$ cat src/rtl/vp_recovery_ctrl_if.sv
// Handshake bundle between the value predictor and the recovery responder.
// The predictor side is the master; vp_recovery_ctrl is the slave.
interface vp_recovery_ctrl_if #(
  parameter int ADDR_WIDTH = 32,
  parameter int NUM_REGS   = 32,
  parameter int CNT_WIDTH  = 32
);
  localparam int IDX_W = (NUM_REGS > 1) ? $clog2(NUM_REGS) : 1;

  logic                  vp_lock;
  logic                  en_recover;
  logic                  vp_done;
  logic [ADDR_WIDTH-1:0] last_predicted_pc;
  logic                  recovery_done_ack;
  logic                  ckpt_take;
  logic                  flush;
  logic                  stall;
  logic                  rf_restore_en;
  logic [IDX_W-1:0]      rf_restore_base;
  logic                  redirect_valid;
  logic [ADDR_WIDTH-1:0] redirect_pc;
  logic                  recovery_done;
  logic                  busy;
  logic [CNT_WIDTH-1:0]  recover_count;
  logic [CNT_WIDTH-1:0]  correct_count;

  modport master (
    output vp_lock, en_recover, vp_done, last_predicted_pc, recovery_done_ack,
    input  ckpt_take, flush, stall, rf_restore_en, rf_restore_base, redirect_valid,
           redirect_pc, recovery_done, busy, recover_count, correct_count
  );

  modport slave (
    input  vp_lock, en_recover, vp_done, last_predicted_pc, recovery_done_ack,
    output ckpt_take, flush, stall, rf_restore_en, rf_restore_base, redirect_valid,
           redirect_pc, recovery_done, busy, recover_count, correct_count
  );
endinterface

$ cat src/rtl/vp_recovery_ctrl.sv
// Value-prediction recovery responder: checkpoints the register file, then on a
// misprediction flushes, restores the checkpoint group by group and redirects fetch.
module vp_recovery_ctrl #(
  parameter int ADDR_WIDTH     = 32,
  parameter int NUM_REGS       = 32,
  parameter int REGS_PER_CYCLE = 4,
  parameter int CNT_WIDTH      = 32
) (
  input  logic             clk,
  input  logic             rst_n,
  vp_recovery_ctrl_if.slave bus
);
  localparam int GROUPS  = NUM_REGS / REGS_PER_CYCLE;
  localparam int RC_W    = (GROUPS > 1) ? $clog2(GROUPS) : 1;
  localparam int IDX_W   = (NUM_REGS > 1) ? $clog2(NUM_REGS) : 1;
  localparam int LOG_RPC = $clog2(REGS_PER_CYCLE);
  localparam logic [RC_W-1:0] RC_LAST = RC_W'(GROUPS - 1);

  typedef enum logic [2:0] {IDLE, FLUSH, RESTORE, REDIRECT, DONE} state_t;

  state_t                state;
  state_t                state_nxt;
  logic                  vp_lock_q;
  logic                  armed;
  logic                  start;
  logic [RC_W-1:0]       rc;
  logic [ADDR_WIDTH-1:0] pc_q;
  logic [CNT_WIDTH-1:0]  recover_cnt;
  logic [CNT_WIDTH-1:0]  correct_cnt;

  function automatic logic [CNT_WIDTH-1:0] sat_inc(input logic [CNT_WIDTH-1:0] v);
    return (&v) ? v : v + 1'b1;
  endfunction

  // armed blocks a level-held en_recover from re-triggering once we are back in IDLE
  assign start = (state == IDLE) & bus.en_recover & bus.vp_lock & armed;

  always_ff @(posedge clk) begin
    if (!rst_n) state <= IDLE;
    else        state <= state_nxt;
  end

  always_ff @(posedge clk) begin
    if (!rst_n) begin
      vp_lock_q   <= 1'b0;
      armed       <= 1'b1;
      rc          <= '0;
      recover_cnt <= '0;
      correct_cnt <= '0;
    end else begin
      vp_lock_q <= bus.vp_lock;
      if (start)                armed <= 1'b0;
      else if (!bus.en_recover) armed <= 1'b1;
      if (state == FLUSH)                          rc <= '0;
      else if (state == RESTORE && rc != RC_LAST)  rc <= rc + 1'b1;
      if (state == IDLE && bus.vp_done && !start)  correct_cnt <= sat_inc(correct_cnt);
      if (state == DONE && bus.recovery_done_ack)  recover_cnt <= sat_inc(recover_cnt);
    end
  end

  // captured PC is only ever observed through REDIRECT, so it needs no reset
  always_ff @(posedge clk) begin
    if (start) pc_q <= bus.last_predicted_pc;
  end

  always_comb begin
    state_nxt           = state;
    bus.flush           = 1'b0;
    bus.stall           = 1'b0;
    bus.rf_restore_en   = 1'b0;
    bus.rf_restore_base = '0;
    bus.redirect_valid  = 1'b0;
    bus.redirect_pc     = '0;
    bus.recovery_done   = 1'b0;
    case (state)
      IDLE: begin
        if (start) state_nxt = FLUSH;
      end
      FLUSH: begin
        bus.flush = 1'b1;
        bus.stall = 1'b1;
        state_nxt = RESTORE;
      end
      RESTORE: begin
        bus.rf_restore_en   = 1'b1;
        bus.rf_restore_base = IDX_W'(rc) << LOG_RPC;
        bus.stall           = 1'b1;
        if (rc == RC_LAST) state_nxt = REDIRECT;
      end
      REDIRECT: begin
        bus.redirect_valid = 1'b1;
        bus.redirect_pc    = pc_q + ADDR_WIDTH'(4);
        bus.stall          = 1'b1;
        state_nxt          = DONE;
      end
      DONE: begin
        bus.recovery_done = 1'b1;
        if (bus.recovery_done_ack) state_nxt = IDLE;
      end
      default: state_nxt = IDLE;
    endcase
  end

  assign bus.ckpt_take     = rst_n & bus.vp_lock & ~vp_lock_q & (state == IDLE);
  assign bus.busy          = (state != IDLE);
  assign bus.recover_count = recover_cnt;
  assign bus.correct_count = correct_cnt;
endmodule

$ cat src/flat_wrapper.sv
// flat-port wrapper written by rule: the top's interface ports become plain ports
module vp_recovery_ctrl_flat 
#(
  parameter int ADDR_WIDTH     = 32,
  parameter int NUM_REGS       = 32,
  parameter int REGS_PER_CYCLE = 4,
  parameter int CNT_WIDTH      = 32
)
  (clk, rst_n, bus_vp_lock, bus_en_recover, bus_vp_done, bus_last_predicted_pc, bus_recovery_done_ack, bus_ckpt_take, bus_flush, bus_stall, bus_rf_restore_en, bus_rf_restore_base, bus_redirect_valid, bus_redirect_pc, bus_recovery_done, bus_busy, bus_recover_count, bus_correct_count);
  vp_recovery_ctrl_if #(.ADDR_WIDTH(ADDR_WIDTH), .NUM_REGS(NUM_REGS), .CNT_WIDTH(CNT_WIDTH)) bus_i ();
  input  logic clk;
  input  logic rst_n;
  input wire logic [$bits(bus_i.vp_lock)-1:0] bus_vp_lock;
  input wire logic [$bits(bus_i.en_recover)-1:0] bus_en_recover;
  input wire logic [$bits(bus_i.vp_done)-1:0] bus_vp_done;
  input wire logic [$bits(bus_i.last_predicted_pc)-1:0] bus_last_predicted_pc;
  input wire logic [$bits(bus_i.recovery_done_ack)-1:0] bus_recovery_done_ack;
  output wire logic [$bits(bus_i.ckpt_take)-1:0] bus_ckpt_take;
  output wire logic [$bits(bus_i.flush)-1:0] bus_flush;
  output wire logic [$bits(bus_i.stall)-1:0] bus_stall;
  output wire logic [$bits(bus_i.rf_restore_en)-1:0] bus_rf_restore_en;
  output wire logic [$bits(bus_i.rf_restore_base)-1:0] bus_rf_restore_base;
  output wire logic [$bits(bus_i.redirect_valid)-1:0] bus_redirect_valid;
  output wire logic [$bits(bus_i.redirect_pc)-1:0] bus_redirect_pc;
  output wire logic [$bits(bus_i.recovery_done)-1:0] bus_recovery_done;
  output wire logic [$bits(bus_i.busy)-1:0] bus_busy;
  output wire logic [$bits(bus_i.recover_count)-1:0] bus_recover_count;
  output wire logic [$bits(bus_i.correct_count)-1:0] bus_correct_count;
  assign bus_i.vp_lock = bus_vp_lock;
  assign bus_i.en_recover = bus_en_recover;
  assign bus_i.vp_done = bus_vp_done;
  assign bus_i.last_predicted_pc = bus_last_predicted_pc;
  assign bus_i.recovery_done_ack = bus_recovery_done_ack;
  assign bus_ckpt_take = bus_i.ckpt_take;
  assign bus_flush = bus_i.flush;
  assign bus_stall = bus_i.stall;
  assign bus_rf_restore_en = bus_i.rf_restore_en;
  assign bus_rf_restore_base = bus_i.rf_restore_base;
  assign bus_redirect_valid = bus_i.redirect_valid;
  assign bus_redirect_pc = bus_i.redirect_pc;
  assign bus_recovery_done = bus_i.recovery_done;
  assign bus_busy = bus_i.busy;
  assign bus_recover_count = bus_i.recover_count;
  assign bus_correct_count = bus_i.correct_count;
  vp_recovery_ctrl #(.ADDR_WIDTH(ADDR_WIDTH), .NUM_REGS(NUM_REGS), .REGS_PER_CYCLE(REGS_PER_CYCLE), .CNT_WIDTH(CNT_WIDTH)) u_core (.clk(clk), .rst_n(rst_n), .bus(bus_i));
endmodule
$ cat config.mk
export PLATFORM = sky130hd
export DESIGN_NAME = vp_recovery_ctrl_flat
export DESIGN_NICKNAME = d
export VERILOG_FILES = /design/src/rtl/vp_recovery_ctrl_if.sv /design/src/rtl/vp_recovery_ctrl.sv /design/src/flat_wrapper.sv
export SDC_FILE = /design/constraint.sdc
export NUM_CORES = 1
export LEC_CHECK = 0
export CORE_ASPECT_RATIO = 1.4
export CORE_UTILIZATION = 44
export DETAILED_ROUTE_END_ITERATION = 7
export GPL_ROUTABILITY_DRIVEN = 0
export GPL_TIMING_DRIVEN = 0
export MAX_ROUTING_LAYER = met4
export PLACE_DENSITY_LB_ADDON = 0.08
export SKIP_LAST_GASP = 1
export SYNTH_ARGS = -nofsm -noshare
export SYNTH_HDL_FRONTEND = slang
export SYNTH_SLANG_ARGS = --single-unit
$ cat constraint.sdc
create_clock -name clk -period 2.55 [get_ports clk]
set_input_delay 0.255 -clock clk [delete_from_list [all_inputs] [get_ports clk]]
set_output_delay 0.255 -clock clk [all_outputs]
set_load 0.005 [all_outputs]
After elaboration in Yosys (flattened, before gate mapping):

Index checks and enable logic that the tools add are counted.
Widths: inputs -> output; s select.

* multiplexer cells: 13
* bitwise operators: 10
* div/mod/pow operators: 0
* multiply operators: 0
* order comparisons: 0
* shift operators: 0
* reduce and logical (&&, ||, !) cells: 14
* $add $sub $neg: 4
* equality and inequality tests: 10

Operators with widths (number)
* $add 32x1->32 const B: 2
* $reduce_and 32->1: 2
* $add 32x3->32 const B: 1
* $mux 32: 1
* $pmux 3 s5: 1
* $mux 3: 3
* $mux 1: 7
* $and 1x1->1: 6
* $eq 3x2->1 const B: 2
* $eq 3x3->1 const B: 2
* $mux 5: 1
* $logic_and 1x1->1: 4
* $ne 2x1->1 const B: 2
* $ne 2x2->1 const B: 2
* $not 1->1: 4
* $reduce_and 2->1: 2
* $add 3x1->3 const B: 1
* $eq 3x1->1 const B: 1
* $logic_not 3->1: 1
* $ne 3x3->1 const B: 1
* $reduce_and 3->1: 1
* $reduce_bool 3->1: 1
* $reduce_or 3->1: 1
* $reduce_or 2->1: 1
* $logic_not 1->1: 1

* bits in registers: 104
* memories kept: 0
* logic and storage cells: 58
* input port bits: 38
* bits in read-only memories: 0
* output and inout port bits: 108
* bits in latches: 0
* RAM bits: 0

Logic depth before layout (Yosys ltp):

* depth in word-level cells: 7
* mapped depth: 8
* mapped depth without buffers: 6

Worst setup path before layout:

Ideal clock, no wire load.

* path type: register -> register
* from: reg u_core.state[2]
* to: reg u_core.pc_q[0], enable pin
* buffers on the path: 1
* data required time: 2129 ps
* stages on the path, launching flop included: 5
* path slack: -26 ps
* arrival: 2155 ps
* clock period less this slack: 2576 ps
* library setup time: 421 ps
* cells stage by stage: dfxtp_1 > clkbuf_2 > nor3_4 > inv_1 > nor2_1

* longest elaborated chain between the ends: 4

RTL lines
* from (decl): line vp_recovery_ctrl.sv:21 `state_t state;`
* from (signal assigned): line vp_recovery_ctrl.sv:40 `else state <= state_nxt;`
* $logic_not 3->1: line vp_recovery_ctrl.sv:36 `assign start = (state == IDLE) & bus.en_recover & bus.vp_lock & armed;`
* $and 1x1->1 (3 in a row): line vp_recovery_ctrl.sv:36
* named net u_core.start: line vp_recovery_ctrl.sv:25 `logic start;`
* to (signal assigned): line vp_recovery_ctrl.sv:63 `if (start) pc_q <= bus.last_predicted_pc;`
* to (decl): line vp_recovery_ctrl.sv:27 `logic [ADDR_WIDTH-1:0] pc_q;`

The timed path passes the listed nets, and every way through them passes these cells.
A chain may end at the register's enable or synchronous reset.

Worst setup path in the final report:

* from: reg u_core.pc_q[12]
* to: out bus_redirect_pc[22]

* longest elaborated chain between the ends: 2

RTL lines
* $add 32x3->32: line vp_recovery_ctrl.sv:92 `bus.redirect_pc = pc_q + ADDR_WIDTH'(4);`
* $mux 32: line vp_recovery_ctrl.sv:75 `case (state)`
* to (decl): line flat_wrapper.sv:24 `output wire logic [$bits(bus_i.redirect_pc)-1:0] bus_redirect_pc;`

No other way between the ends.

==> results.sh <==
export IMPL_drv_slew=0
export IMPL_swShare=0.228
export IMPL_dp_cells=892
export IMPL_drive_above_1_share=0.121
export IMPL_grt_pass1_vias=4792
export IMPL_drt_initial_drc_count=190
export IMPL_start_kind="flip-flop"
export IMPL_share_comb_of_total_power=0.076
export IMPL_instances_no_fill=934
export IMPL_grt_overflow_total=0
export IMPL_clkTransAtPathRegs_ps=70
export IMPL_irDropWorstVdd_uv=379
export IMPL_clockBufferDepth=2
export IMPL_crit_fanout=5
export IMPL_regArea_um2=2400
export IMPL_timing_final_ws_setup_ps=-19.6
export IMPL_clock_sinks=104
export IMPL_slew_headroom=0.463
export IMPL_grt_max_degree=18
export IMPL_io_pins=146
export IMPL_design_die_area_um2=12500
export IMPL_crit_required_ps=2300
export IMPL_place_hpwl_um=10500
export IMPL_worstSetupPathType="reg -> out"
export IMPL_ys_top_cells_by_area="dfxtp_1, edfxtp_1, a21oi_1"
export IMPL_p_sw_mw=0.779
export IMPL_cts_hold_buf=0
export IMPL_period_share=1.01
export IMPL_ys_ff_latch=104
export IMPL_cts_root_buf="clkbuf_16"
export IMPL_dr_pass1_iters=5
export IMPL_htreeDepth=3
export IMPL_wl_um=14800
export IMPL_violations="setup timing"
export IMPL_clock_fmax_mhz=389
export IMPL_num_fill_cells=956
export IMPL_vias_per_cell=5.67
export IMPL_synth_cell_area_um2=5310
export IMPL_initial_core_util=0.451
export IMPL_internal_power_mw=2.64
export IMPL_syn_inst=600
export IMPL_die_w_um=94.8
export IMPL_multi_input_area_um2=2980
export IMPL_core_area_um2=11800
export IMPL_synth_top_area_frac=0.272
export IMPL_p_per_area_nw_per_um2=443
export IMPL_grt_util_all_layers=0.238
export IMPL_cp_arrival_ps=2310
export IMPL_hold_class="in -> reg"
export IMPL_finalPower_mw=3.42
export IMPL_cap_violations=0
export IMPL_core_rowCount=47
export IMPL_antenna_found_initial=0
export IMPL_ys_warn_count=0
export IMPL_cts_tree="yes"
export IMPL_synth_seq_area_share=0.453
export IMPL_drtAntennaViolNets=0
export IMPL_skew_ps=7.07
export IMPL_via_count=5299
export IMPL_syn_avg_cell_area_um2=8.85
export IMPL_area_growth_pct=45.4
export IMPL_wl_per_cell_um=15.8
export IMPL_die_h_um=132
export IMPL_antenna_cells=0
export IMPL_synthFlopType="dfxtp_1"
export IMPL_pwr_share_seq=0.520
export IMPL_nNetsFinal=825
export IMPL_numPortBuffers=143
export IMPL_finalHoldViolCount=0
export IMPL_rsz0062_at_grt="true"
export IMPL_synthDistinctLibCells=54
export IMPL_ys_async_sr_fraction=0
export IMPL_fin_crit_ps=2570
export IMPL_cts_made_buffers=9
export IMPL_p_clk_frac=0.404
export IMPL_grt_pass1_wl_um=22900
export IMPL_outcome="finished with violations"
export IMPL_insertion_delay_ps=350
export IMPL_worstMarginPinSlew_ps=804
export IMPL_crit_path_end_kind="output pin"
export IMPL_yosysTopAreaCell="dfxtp_1"
export IMPL_drc=0
export IMPL_setup_viol=1
export IMPL_p_leak_nw=2.63
export IMPL_synth_edf_count=32
[layer usage]
metal	up-vias	track usage	part of all wire
met5	-	-	0
met4	0	0.0825	0.014
met3	19	0.0427	0.068
met2	159	0.425	0.52
met1	2536	0.259	0.40
li1	2585	-	-
[power by group through the flow]
| stage | Clock (mW) | Sequential, mW | Combinational, mW |
|---|---|---|---|
| final | 1.38 | 1.77 | 0.259 |
| after global routing | 1.46 | 1.78 | 0.283 |
| after CTS | 1.41 | 1.77 | 0.247 |
| after detailed placement | 0 | 1.81 | 0.229 |
| after global placement | 0 | 1.81 | 0.222 |
| after floorplan | 0 | 1.81 | 0.107 |
[cells in the final DEF (no fill, tap or decap), types with 3 or more instances in the layout]
cell type,netlist,final
clkdlybuf4s50_1,0,132
dfxtp_1,72,71
nor2_1,53,52
a21oi_1,51,51
nand2_1,41,41
nand3_1,40,37
o21ai_0,34,34
or3_1,32,32
edfxtp_1,32,32
buf_4,3,29
xnor2_1,26,26
nand4_1,22,22
inv_1,17,17
and2_1,13,13
xor2_1,13,13
o31ai_1,11,11
or4_1,11,11
clkbuf_1,16,11
and3_1,11,11
nor3_1,19,11
and4_1,11,10
clkbuf_16,0,9
nor4_1,13,7
nor3_2,0,6
nor4_4,0,6
dlygate4sd2_1,0,6
clkbuf_2,2,5
dlymetal6s2s_1,0,5
mux2i_1,4,4
o21a_1,4,4
or3_2,3,3
nand2b_1,3,3
nor3_4,1,3
ha_1,5,3
[synth_stat cells (2+ instances only)]
master,count
a2111oi_0,2
a21o_1,2
a21oi_1,51
and2_1,13
and3_1,11
and4_1,11
buf_1,2
buf_2,2
buf_4,3
clkbuf_1,16
clkbuf_2,2
dfxtp_1,72
edfxtp_1,32
ha_1,5
inv_1,17
mux2i_1,4
nand2_1,41
nand2b_1,3
nand3_1,40
nand3b_1,2
nand4_1,22
nor2_1,53
nor3_1,19
nor3b_1,3
nor4_1,13
nor4b_1,2
o211ai_1,2
o21a_1,4
o21ai_0,34
o31ai_1,11
or2_2,3
or3_1,32
or3_2,3
or4_1,11
xnor2_1,26
xor2_1,13
[stage by stage]
| stage | TNS, ps | utilization | setup WS (ps) | hold slack [ps] | area, µm² |
|---|---|---|---|---|---|
| after floorplan | 0 | - | 326 | 327 | 5320 |
| after global routing | -288 | 0.656 | -77.9 | 454 | 7720 |
| final | -19.6 | 0.656 | -19.6 | 447 | 7720 |
| after detailed placement | -3810 | 0.591 | -187 | 459 | 6950 |
| after CTS | -204 | 0.637 | -76.6 | 436 | 7490 |
| after global placement | -1860 | 0.589 | -149 | 453 | 6930 |
[area by class of cell]
class / count / share of cell area
plain buffers: 23 / 0.0151
flip-flops and latches: 104 / 0.311
well taps: 147 / 0.0238
clock inverters: 7 / 0.00924
clock buffers: 9 / 0.0292
repair buffers: 172 / 0.217
multi-input cells: 454 / 0.386
inverters: 18 / 0.00875
[flip-flops by register name, indices dropped and copies added (netlist names)]
register and flops:
u_core.vp_lock_q 1, u_core.pc_q 32, u_core.armed 1, u_core.bus.recover_count 32, u_core.rc 3, u_core.state 3, u_core.bus.correct_count 32
[worst paths after layout]
kind	endpoint	start	cells past startpoint	slack [ps]
worst min-delay path	u_core.armed	bus_en_recover	2	450
worst min register to register	u_core.armed	u_core.armed	2	480
worst max-delay path	bus_redirect_pc[22]	u_core.pc_q[12]	8	-20
worst max register to register	u_core.bus.recover_count[17]	u_core.bus.recover_count[24]	7	100
[cell families (layout without fill, tap and decap cells)]
| group | Yosys count | after routing | share of synthesized area |
|---|---|---|---|
| compound gates | 114 | 114 | 0.127 |
| mux | 4 | 4 | 0.00754 |
| fa+ha+maj | 5 | 5 | 0.0118 |
| flops | 104 | 104 | 0.453 |
| xor+xnor | 39 | 39 | 0.0643 |
| buf+inv | 43 | 229 | 0.0335 |
| other cells | 1 | 2 | 0.000706 |
| simple gates | 290 | 290 | 0.303 |
[timing repair]
item | 4_1_cts | 5_1_grt
endpoints found under the hold margin | 0 | 0
resized for setup | 35 | 23
buffers inserted | 11 | 16
gates cloned | 1 | 0
setup endpoints to repair | 40 | 73
pin swaps | 6 | 12
[worst max-delay path: stages, from the launching register on]
cell and delay, ps:
edfxtp_1 350, and4_4 260, nand4_1 80, buf_4 170, clkbuf_4 180, nor3b_2 220, xnor2_1 100, nor2_1 110
clkdlybuf4s50_1 510
Note: power is estimated with default switching activity, not from simulation.
